<file path="config.mk">
export PLATFORM = sky130hd
export DESIGN_NAME = some_module
export DESIGN_NICKNAME = d
export VERILOG_FILES = /design/src/rtl/some_module.sv
export SDC_FILE = /design/constraint.sdc
export NUM_CORES = 1
export LEC_CHECK = 0
export CAP_MARGIN = 15
export CELL_PAD_IN_SITES_DETAIL_PLACEMENT = 1
export CELL_PAD_IN_SITES_GLOBAL_PLACEMENT = 1
export CORE_MARGIN = 1.5
export CORE_UTILIZATION = 37
export DETAILED_ROUTE_END_ITERATION = 8
export MAX_ROUTING_LAYER = met4
export PLACE_DENSITY = 0.77
export REMOVE_ABC_BUFFERS = 1
export SLEW_MARGIN = 40
export SYNTH_ARGS = -nofsm -noshare
export SYNTH_HDL_FRONTEND = slang
export SYNTH_SLANG_ARGS = --single-unit
</file>
<file path="constraint.sdc">
create_clock -name clk -period 2.44 [get_ports clk]
set_input_delay 0.244 -clock clk [delete_from_list [all_inputs] [get_ports clk]]
set_output_delay 0.244 -clock clk [all_outputs]
set_load 0.01 [all_outputs]
</file>
<file path="src/rtl/some_module.sv">
// -----------------------------------------------------------------------------
// some_module -- block accumulator
//
// Adds up N = SOME_OTHER_INT_PARAM consecutive 8-bit samples and presents each
// block sum on a valid/ready output port.
//
// Samples are unsigned or two's-complement, selected by SOME_BIT_PARAM.
// The accumulator is OUT_W = 8 + $clog2(N) bits wide, so it never overflows.
//
// Each completed sum is held until the consumer takes it. A new block may
// complete in the same edge that the previous sum drains.
//
// Parameters
//   SOME_BIT_PARAM        1 = two's-complement samples, 0 = unsigned
//   SOME_OTHER_INT_PARAM  samples per block (N), must be >= 1
//
// Optional feature
//   Define SOME_MODULE_CLEAR_EN to add the 'clear' input. When clear is high,
//   it zeroes the accumulator and sample count. It discards any sample accepted
//   in that cycle. It leaves the output register alone.
//
// Ports
//   clk         single clock, rising edge
//   rst         synchronous, active-high reset
//   clear       (SOME_MODULE_CLEAR_EN only) abandon the current partial block
//   in_valid    a sample is offered
//   in_data     8-bit sample
//   in_ready    a sample can be accepted this cycle
//   out_valid   a block sum is held
//   out_data    block sum, OUT_W bits
//   out_ready   consumer takes the sum
//   sample_cnt  samples accepted so far in the current block
// -----------------------------------------------------------------------------
module some_module #(
  parameter bit SOME_BIT_PARAM       = 1'b0,
  parameter int SOME_OTHER_INT_PARAM = 4,
  localparam int OUT_W = 8 + $clog2(SOME_OTHER_INT_PARAM),
  localparam int CNT_W = ($clog2(SOME_OTHER_INT_PARAM) < 1) ? 1
                                                            : $clog2(SOME_OTHER_INT_PARAM)
) (
  input  logic             clk,
  input  logic             rst,
`ifdef SOME_MODULE_CLEAR_EN
  input  logic             clear,
`endif
  input  logic             in_valid,
  input  logic [7:0]       in_data,
  output logic             in_ready,
  output logic             out_valid,
  output logic [OUT_W-1:0] out_data,
  input  logic             out_ready,
  output logic [CNT_W-1:0] sample_cnt
);

  localparam int N = SOME_OTHER_INT_PARAM;

  if (N < 1) begin : g_bad_n
    $error("some_module: SOME_OTHER_INT_PARAM must be at least 1");
  end

  // Index of the sample that closes a block. For N=1 this is always 0, so
  // every accepted sample completes its own block.
  localparam logic [CNT_W-1:0] LAST_IDX = CNT_W'(N - 1);

  logic             clr;
  logic             accept;
  logic             last;
  logic             complete;
  logic [OUT_W-1:0] acc;
  logic [OUT_W-1:0] ext;
  logic [OUT_W-1:0] sum;

`ifdef SOME_MODULE_CLEAR_EN
  assign clr = clear;
`else
  assign clr = 1'b0;
`endif

  // Widen the sample to the accumulator width. A size cast of a signed
  // operand sign-extends, and a size cast of an unsigned operand zero-extends.
  if (SOME_BIT_PARAM) begin : g_signed
    assign ext = OUT_W'($signed(in_data));
  end else begin : g_unsigned
    assign ext = OUT_W'(in_data);
  end

  // Plain modular addition is correct for both signednesses. OUT_W is wide
  // enough that the true block sum always fits.
  assign sum = acc + ext;

  // Input is blocked only while a sum is held that nobody is taking.
  assign in_ready = !out_valid || out_ready;
  assign accept   = in_valid && in_ready;
  assign last     = (sample_cnt == LAST_IDX);
  // A sample accepted in a clearing cycle is dropped, so it cannot close a block.
  assign complete = accept && last && !clr;

  // Accumulator and sample counter.
  // NOTE: state registers use non-blocking assignments so every register in
  // the block samples the pre-edge values of its neighbours.
  always_ff @(posedge clk) begin
    if (rst) begin
      acc        <= '0;
      sample_cnt <= '0;
    end else if (clr) begin
      acc        <= '0;
      sample_cnt <= '0;
    end else if (accept) begin
      if (last) begin
        acc        <= '0;
        sample_cnt <= '0;
      end else begin
        acc        <= sum;
        sample_cnt <= sample_cnt + 1'b1;
      end
    end
  end

  // Output register. A completing block takes priority over draining. This
  // keeps out_valid high with no gap when a drain and a completion coincide.
  always_ff @(posedge clk) begin
    if (rst) begin
      out_valid <= 1'b0;
      out_data  <= '0;
    end else if (complete) begin
      out_valid <= 1'b1;
      out_data  <= sum;
    end else if (out_valid && out_ready) begin
      out_valid <= 1'b0;
    end
  end

endmodule

</file>
Yosys cells after proc, flatten, opt, wreduce, memory -nomap -nowiden
Index checks and enable logic that the tools add are counted.
W data, S select, Z words.
- reduce and logical (&&, ||, !) cells: 6
- $add $sub $neg: 2
- muxes and demuxes: 4
- eq/ne operators: 1
- operators with widths (cell ; count):
    $add A10 B8 Y10 ; 1
    $mux W10 ; 1
    $logic_and A1 B1 Y1 ; 3
    $add A2 B1 Y2 const B ; 1
    $eq A2 B2 Y1 const B ; 1
    $mux W1 ; 2
    $mux W2 ; 1
    $reduce_bool A2 Y1 ; 1
    $logic_not A1 Y1 ; 1
    $logic_or A1 B1 Y1 ; 1
- register bits after elaboration: 23
- output and inout bits: 14

Longest topological paths before layout
- word-level depth: 5
- depth in mapped cells: 8
- depth with buffers taken out: 8

Worst setup path after synthesis
OpenSTA, ideal clock, no wires.
- path type: register to register
- from: register acc[0]
- to: register out_data[6]
- buffers on the path: 0
- library setup time: 0.062 ns
- data arrival time: 1.842 ns
- slack: 0.536 ns
- cell stages (with the launch flop): 9
- data required time: 2.378 ns
- path through: dfxtp_1 > ha_1 > inv_1 > fa_1 > nand2b_1 > a21oi_2 > a31oi_1 > or4_1 > nand3_1
- word-level cells in the longest chain between the ends: 1
- ends and longest elaborated chain (what ; line ; source):
    from (decl) ; 69 ; logic [OUT_W-1:0] acc;
    from (signal assigned) ; 113 ; acc <= sum;
    $add A10 B8 Y10 ; 89 ; assign sum = acc + ext;
    to (signal assigned) ; 127 ; out_data <= sum;
    to (decl) ; 50 ; output logic [OUT_W-1:0] out_data,
Every way passes these cells.
A chain may end at the register's enable or synchronous reset.

Final worst setup path
- from: input port in_data[0]
- to: register out_data[6]
- word-level cells in the longest chain between the ends: 1
- ends and longest elaborated chain (what ; line ; source):
    from (decl) ; 47 ; input logic [7:0] in_data,
    $add A10 B8 Y10 ; 89 ;
Every way passes these cells.

==> metrics.txt <==
worst skew pair latency=between 300 and 400 ps; share of layout cells above drive strength 1=11.3%; H-tree depth=1; startpoint types=input port; Die X=~63 um; post-synthesis cell count=157; FF+latch area=460 um^2; metal3 WL=111 um; Cell Pwr Density=509 nW/um^2; Starting Density=39.1%; Pleak=0.654 nW; worst path bufs/invs=2; Max VDD drop=0.000414 V; drt total wl=roughly 3.8 mm; number of I/O port buffers=25; placed cells=around 230; max_slew headroom=69.2%; Synth Flop Type=dfxtp_1; Reg clk slew, reported paths=130 ps; largest net degree at the start of global routing=18; Inserted Clock Buffers=3; met2 wire len=2.02 mm; CP peak stage delay=460 ps; Critical Path RT=2720 ps; Clock Skew=8.73 ps; worst hold start=acc[3]$_SDFFE_PP0P_; crit path launch=in_data[0]; Vias/cell=about 5.5; Clock Tree Root=clkbuf_4; n_diodes=0; Final Slew Violations=0; slowest library cell on the worst path=clkdlybuf4s50_1; total grt overflow=0; Die Area=3950 um^2; core area=3390 um^2; clock buffer depth=2; pre-CTS setup slack=14.1 ps; Pre-antenna DRT Iters=4; status=completed; number of synthesized flops with an enable pin=0; setup tns final=0 ps; sequential share of the synthesized area=34.7%; Tmin final=2080 ps; NumNets Final=209; DRC viols=0; Netlist cell types=39; CP cell instances=clkdlybuf4s50_1 > ha_1 > inv_1 > fa_1 > nand2b_1 > a21oi_2 > a31oi_1 > or4_1 > nand3_1; vias=1,284; CP Capture Type=flip-flop; Final WS setup=363 ps; CP Max Fanout=3; Final setup viols=0; Antenna Violating Nets Remaining=0; critical path's top delay family=simple AND/OR/NAND/NOR gates; CTS tree=yes; f_max=481 MHz; synthesis warning total=0; fin crit share=between 80% and 90%; RSZ-0062 raised after global routing=no; Worst Tran Pin Value=461 ps; synthesized area=1330 um^2; initial antenna violation count=0; Synth area leaders=dfxtp_1 35%, ha_1 8.5%, a21oi_1 7.2%; GPL Wtd Cong=roughly 0.86; row count=21; Arr. time, crit path=2360 ps; I/O Pins=26; fill count=roughly 420; Max-cap violations=0; Hold Violations, Final=0; first-pass GRT wire length=6.51 mm; WL per Instance=16.6 um; Synth area leader=dfxtp_1; Die Ht=62.9 um; hold_buf cts=0; Layout area overhead=26.6%; Num Clock Sinks=23; Non-Filler Instances=232; vias in the first global route=1,411; hpwl dp=2.96 mm; RR Startpoint=acc[0]$_SDFFE_PP0P_; Post-CTS Setup Bufs=0; asr flop ratio synth=0%; flops & latches, synth=23; Mean Syn Cell Area=8.45 um^2; WL met1=between 1.5 and 2 mm; gr usage total=21.9%; initial DRC count=42; cts repair resizes=0; Top Metal Used=met4; Hold/Removal Path Class=reg2reg; top cell type's share of synthesized area=34.7%; critical path type=in2reg; Multi-input gate area=around 800 um^2
## cell usage after synthesis, types with 3 or more instances
cell / count
buf_2: 3
clkbuf_1: 3
nor3_1: 10
nand3_1: 6
nand2_1: 11
ha_1: 9
a21o_1: 3
and2_1: 3
a21oi_1: 19
o21ai_0: 5
dfxtp_1: 23
o21a_1: 5
or3_1: 3
inv_1: 7
xor2_1: 4
nor2_1: 13
## state kept, by name, indices dropped and copies added, names as in the netlist
name,cells
out_data,10
sample_cnt,2
acc,10
out_valid,1
## through the flow
step / hold WS (ps) / utilization [%] / power, W / instance area, um^2
floorplan: 313 / - / 0.000588 / 1290
global placement: 441 / 48.8 / 0.000660 / 1650
detailed placement: 457 / 48.8 / 0.000675 / 1650
CTS: 475 / 49.5 / 0.000861 / 1680
global route: 498 / 49.5 / 0.000907 / 1680
finish: 467 / 49.5 / 0.000854 / 1680
## worst min-delay path: stages, from the launching register on
cell,delay [ps]
dfxtp_1,330
nand2_1,50
a21oi_1,50
## cell families (layout without fill, tap and decap cells)
logic type | count (synthesis) | after routing | synth area share [%]
flops | 23 | 23 | 34.7
xor+xnor | 4 | 4 | 2.64
fa+ha+maj | 10 | 10 | 10.0
buf+inv | 15 | 44 | 4.81
compound gates | 47 | 47 | 24.9
simple gates | 58 | 58 | 22.9
## final cells by class
type	count	share of cell area, %
flip-flops and latches	23	27.4
inverters	8	1.79
well taps	46	3.43
clock buffers	4	1.56
repair buffers	32	18.0
multi-input cells	119	47.8
## path summary, 6_finish.rpt
path / slack (ps) / cells past startpoint / endpoint
worst max-delay path: 360 / 9 / out_data[6]$_SDFFE_PP0P_
worst min-delay path: 470 / 2 / acc[3]$_SDFFE_PP0P_
worst max register to register: 380 / 8 / out_data[6]$_SDFFE_PP0P_
worst min register to register: 470 / 2 / acc[3]$_SDFFE_PP0P_
## cells in the final DEF, fill, tap and decap left out, types with 3 or more instances in the layout
cell             count
a21o_1               3
a21oi_1             19
and2_1               3
buf_4                7
clkbuf_4             3
clkdlybuf4s50_1     25
dfxtp_1             23
ha_1                 9
inv_1                7
nand2_1             11
nand3_1              6
nor2_1              13
nor3_1              10
o21a_1               5
o21ai_0              5
or3_1                3
xor2_1               4
## per-layer routing
| metal | vias up | global-route usage [%] |
|---|---|---|
| met5 | - | - |
| met4 | 0 | 8.06 |
| met3 | 6 | 5.23 |
| met2 | 19 | 39.0 |
| met1 | 634 | 23.5 |
| li1 | 625 | - |
## power breakdown
part	internal, W	switching [W]
sequential	0.000397	0.0000150
clock	0.0000642	0.000122
combinational	0.000115	0.000142
No activity file was read; power rests on OpenSTA's default activity.
==> edit (same settings) <==
Set the parameter `SOME_BIT_PARAM` to 1'b1 (it was 1'b0).
--- a/src/rtl/some_module.sv
+++ b/src/rtl/some_module.sv
@@ -33,5 +33,5 @@
 // -----------------------------------------------------------------------------
 module some_module #(
-  parameter bit SOME_BIT_PARAM       = 1'b0,
+  parameter bit SOME_BIT_PARAM       = 1'b1,
   parameter int SOME_OTHER_INT_PARAM = 4,
   localparam int OUT_W = 8 + $clog2(SOME_OTHER_INT_PARAM),
Function: changed (Yosys sat finds a counterexample within 10 cycles, from zero or initial values and one cycle with rst high).
==> edit against the original RTL <==
Combinational power grew 6%; sequential cell count is the same; routed wire length shrank 11%; clock power grew 4%; first-iteration DRC count grew 4.8%; worst setup slack lost 0.046 ns; power grew 3.4%; final area grew 0.60%; area after synthesis shrank 0.94%; clock skew shrank 0.0029 ns; critical path type unchanged; largest cell class unchanged; largest power group unchanged; highest routed layer unchanged.
==> edit: results (changes against the original RTL) <==
Final layout
  – Layout cells sized above 1: 8.85% (-2.4 points)
  – Layout net count: 216 (+3.3%)
  – Largest regs: acc x10, out_data x10, sample_cnt x2
  – Design area: 1690 sq um (+0.60%)
  – Number of fill cells: 439 (+5.8%)

Drt
  – DRT iter0 DRCs: 44 (+4.8%)
  – Via/cell ratio: 5.47 (-1.2%)
  – DRT Wirelength: 3420 um (-11%)
  – DRT Pass-1 Iters: 5 (+1)
  – DR WL/cell: 14.4 um (-13%)

Clock network
  – Post-CTS sizing: 0 (unchanged)
  – Clk Latency, worst-skew pair: 0.33 ns (about the same)
  – H-tree depth: 1 (unchanged)

Power and ir drop
  – Leakage power: 0.663 nW (+1.4%)
  – Worst VDD drop: 0.248 mV (-40%)

Worst setup path
  – R2R depth: 9 (+1)
  – Peak per-stage delay on the critical path: 0.46 ns (about the same)
  – RR Endpoint: out_data[8]
  – Flop-to-flop setup slack: 0.32 ns (-0.06 ns)
  – Worst r2r src: acc[0]
  – CP max FO: 3 (unchanged)

Yosys
  – Mapped Cells: 162 (+3.2%)
  – Async S/R FF share, synth: 0% (unchanged)
  – Sequential share of the synthesized area: 35.0% (+0.33 points)
  – Synth cell count leaders: 23 x dfxtp_1, 19 x nor2_1, 18 x nand2_1
  – Yosys top cell area share: 35.0% (+0.33 points)
  – YS warnings: 0 (unchanged)
  – Netlist cell types: 40 (+2.6%)
  – Synth area leaders: dfxtp_1 35%, ha_1 9.5%, a21oi_1 6.5%

Timing
  – Worst Tran Pin Value: 0.605 ns (+0.144 ns)
  – Setup Skew: 0.00583 ns (-0.00290 ns)

Global route
  – Vias in the first global route: 1310 (-7.2%)
  – GRT Total Usage: 19.2% (-2.7 points)
  – Largest net degree at the start of global routing: 19 (+1)
  – First-pass GRT wire length: 5840 um (-10%)

Place
  – Placer Congestion: 0.782 (-8.8%)
  – Inst Count DP: 234 (+2.6%)
  – Post-DP HPWL: 2630 um (-11%)
  – Place WS: -0.0384 ns (-0.0525 ns)
  – Buffers added on ports: 25 (unchanged)

Worst hold path
  – Hold path startpoint: out_data[5]
  – End of the worst hold path: out_data[5]
  – Hold path cells: 2 (unchanged)

Outcome
  – Outcome: complete, no violations
==> edit: changes by cell type after synthesis, sizes merged, moves of 3 or more <==
cell / change
nand3: -3
nand2: +7
a21oi: -3
o21a: -5
nor3: -3
nor2: +6
nand3b: +4
clkbuf: +3
==> edit: critical path: cells and delay by family <==
kind                       cells  cell delay [ns]
and+or+nand+nor                2             0.20
AOI/OAI and AO/OA              4             0.86
buffers and inverters          2             0.51
adders and majority gates      2             0.55
==> edit: cells by family after synthesis <==
logic type / Yosys count / share of synthesized area (%)
adders and majority gates: 11 / 11.0
DFF: 23 / 35.0
muxes: 1 / 0.762
xor gates and xnor gates: 5 / 3.33
and+or+nand+nor: 70 / 26.8
AOI/OAI and AO/OA: 38 / 18.8
buffers and inverters: 14 / 4.29
==> edit: metrics by stage <==
step                      hold WS, ns  TNS [ns]
after floorplan                 0.313         0
after global placement          0.442         0
after detailed placement        0.450   -0.0384
after CTS                       0.469         0
after global routing            0.483         0
final                           0.463         0
==> edit: worst max-delay path by stage <==
stage	endpoint	slack [ns]	from
after floorplan	out_data[8]	0.52	acc[0]
after global placement	out_data[8]	0.03	in_data[0]
after detailed placement	out_data[8]	-0.04	in_data[0]
after CTS	out_data[8]	0.30	acc[0]
after global routing	acc[9]	0.19	acc[6]
final	out_data[8]	0.32	in_data[0]
==> edit: where the power goes <==
part | leakage (nW) | internal (mW) | switching (mW)
clock network | 0.0139 | 0.0629 | 0.130
registers | 0.188 | 0.401 | 0.0173
logic | 0.461 | 0.129 | 0.143
==> edit: layout make-up <==
class	count	area share, %
clock buffer	3	1.33
clock inverter	1	0.444
inverter	5	1.11
multi-input combinational	125	47.2
sequential	23	27.3
tap	46	3.41
timing repair buffer	35	19.3
==> edit: per-layer routing <==
metal	up-vias	wire length (um)	GRT usage (%)
met5	-	0	-
met2	22	1690	32.5
met3	5	99	1.98
met1	637	1570	23.4
li1	638	-	-
met4	0	59	7.50
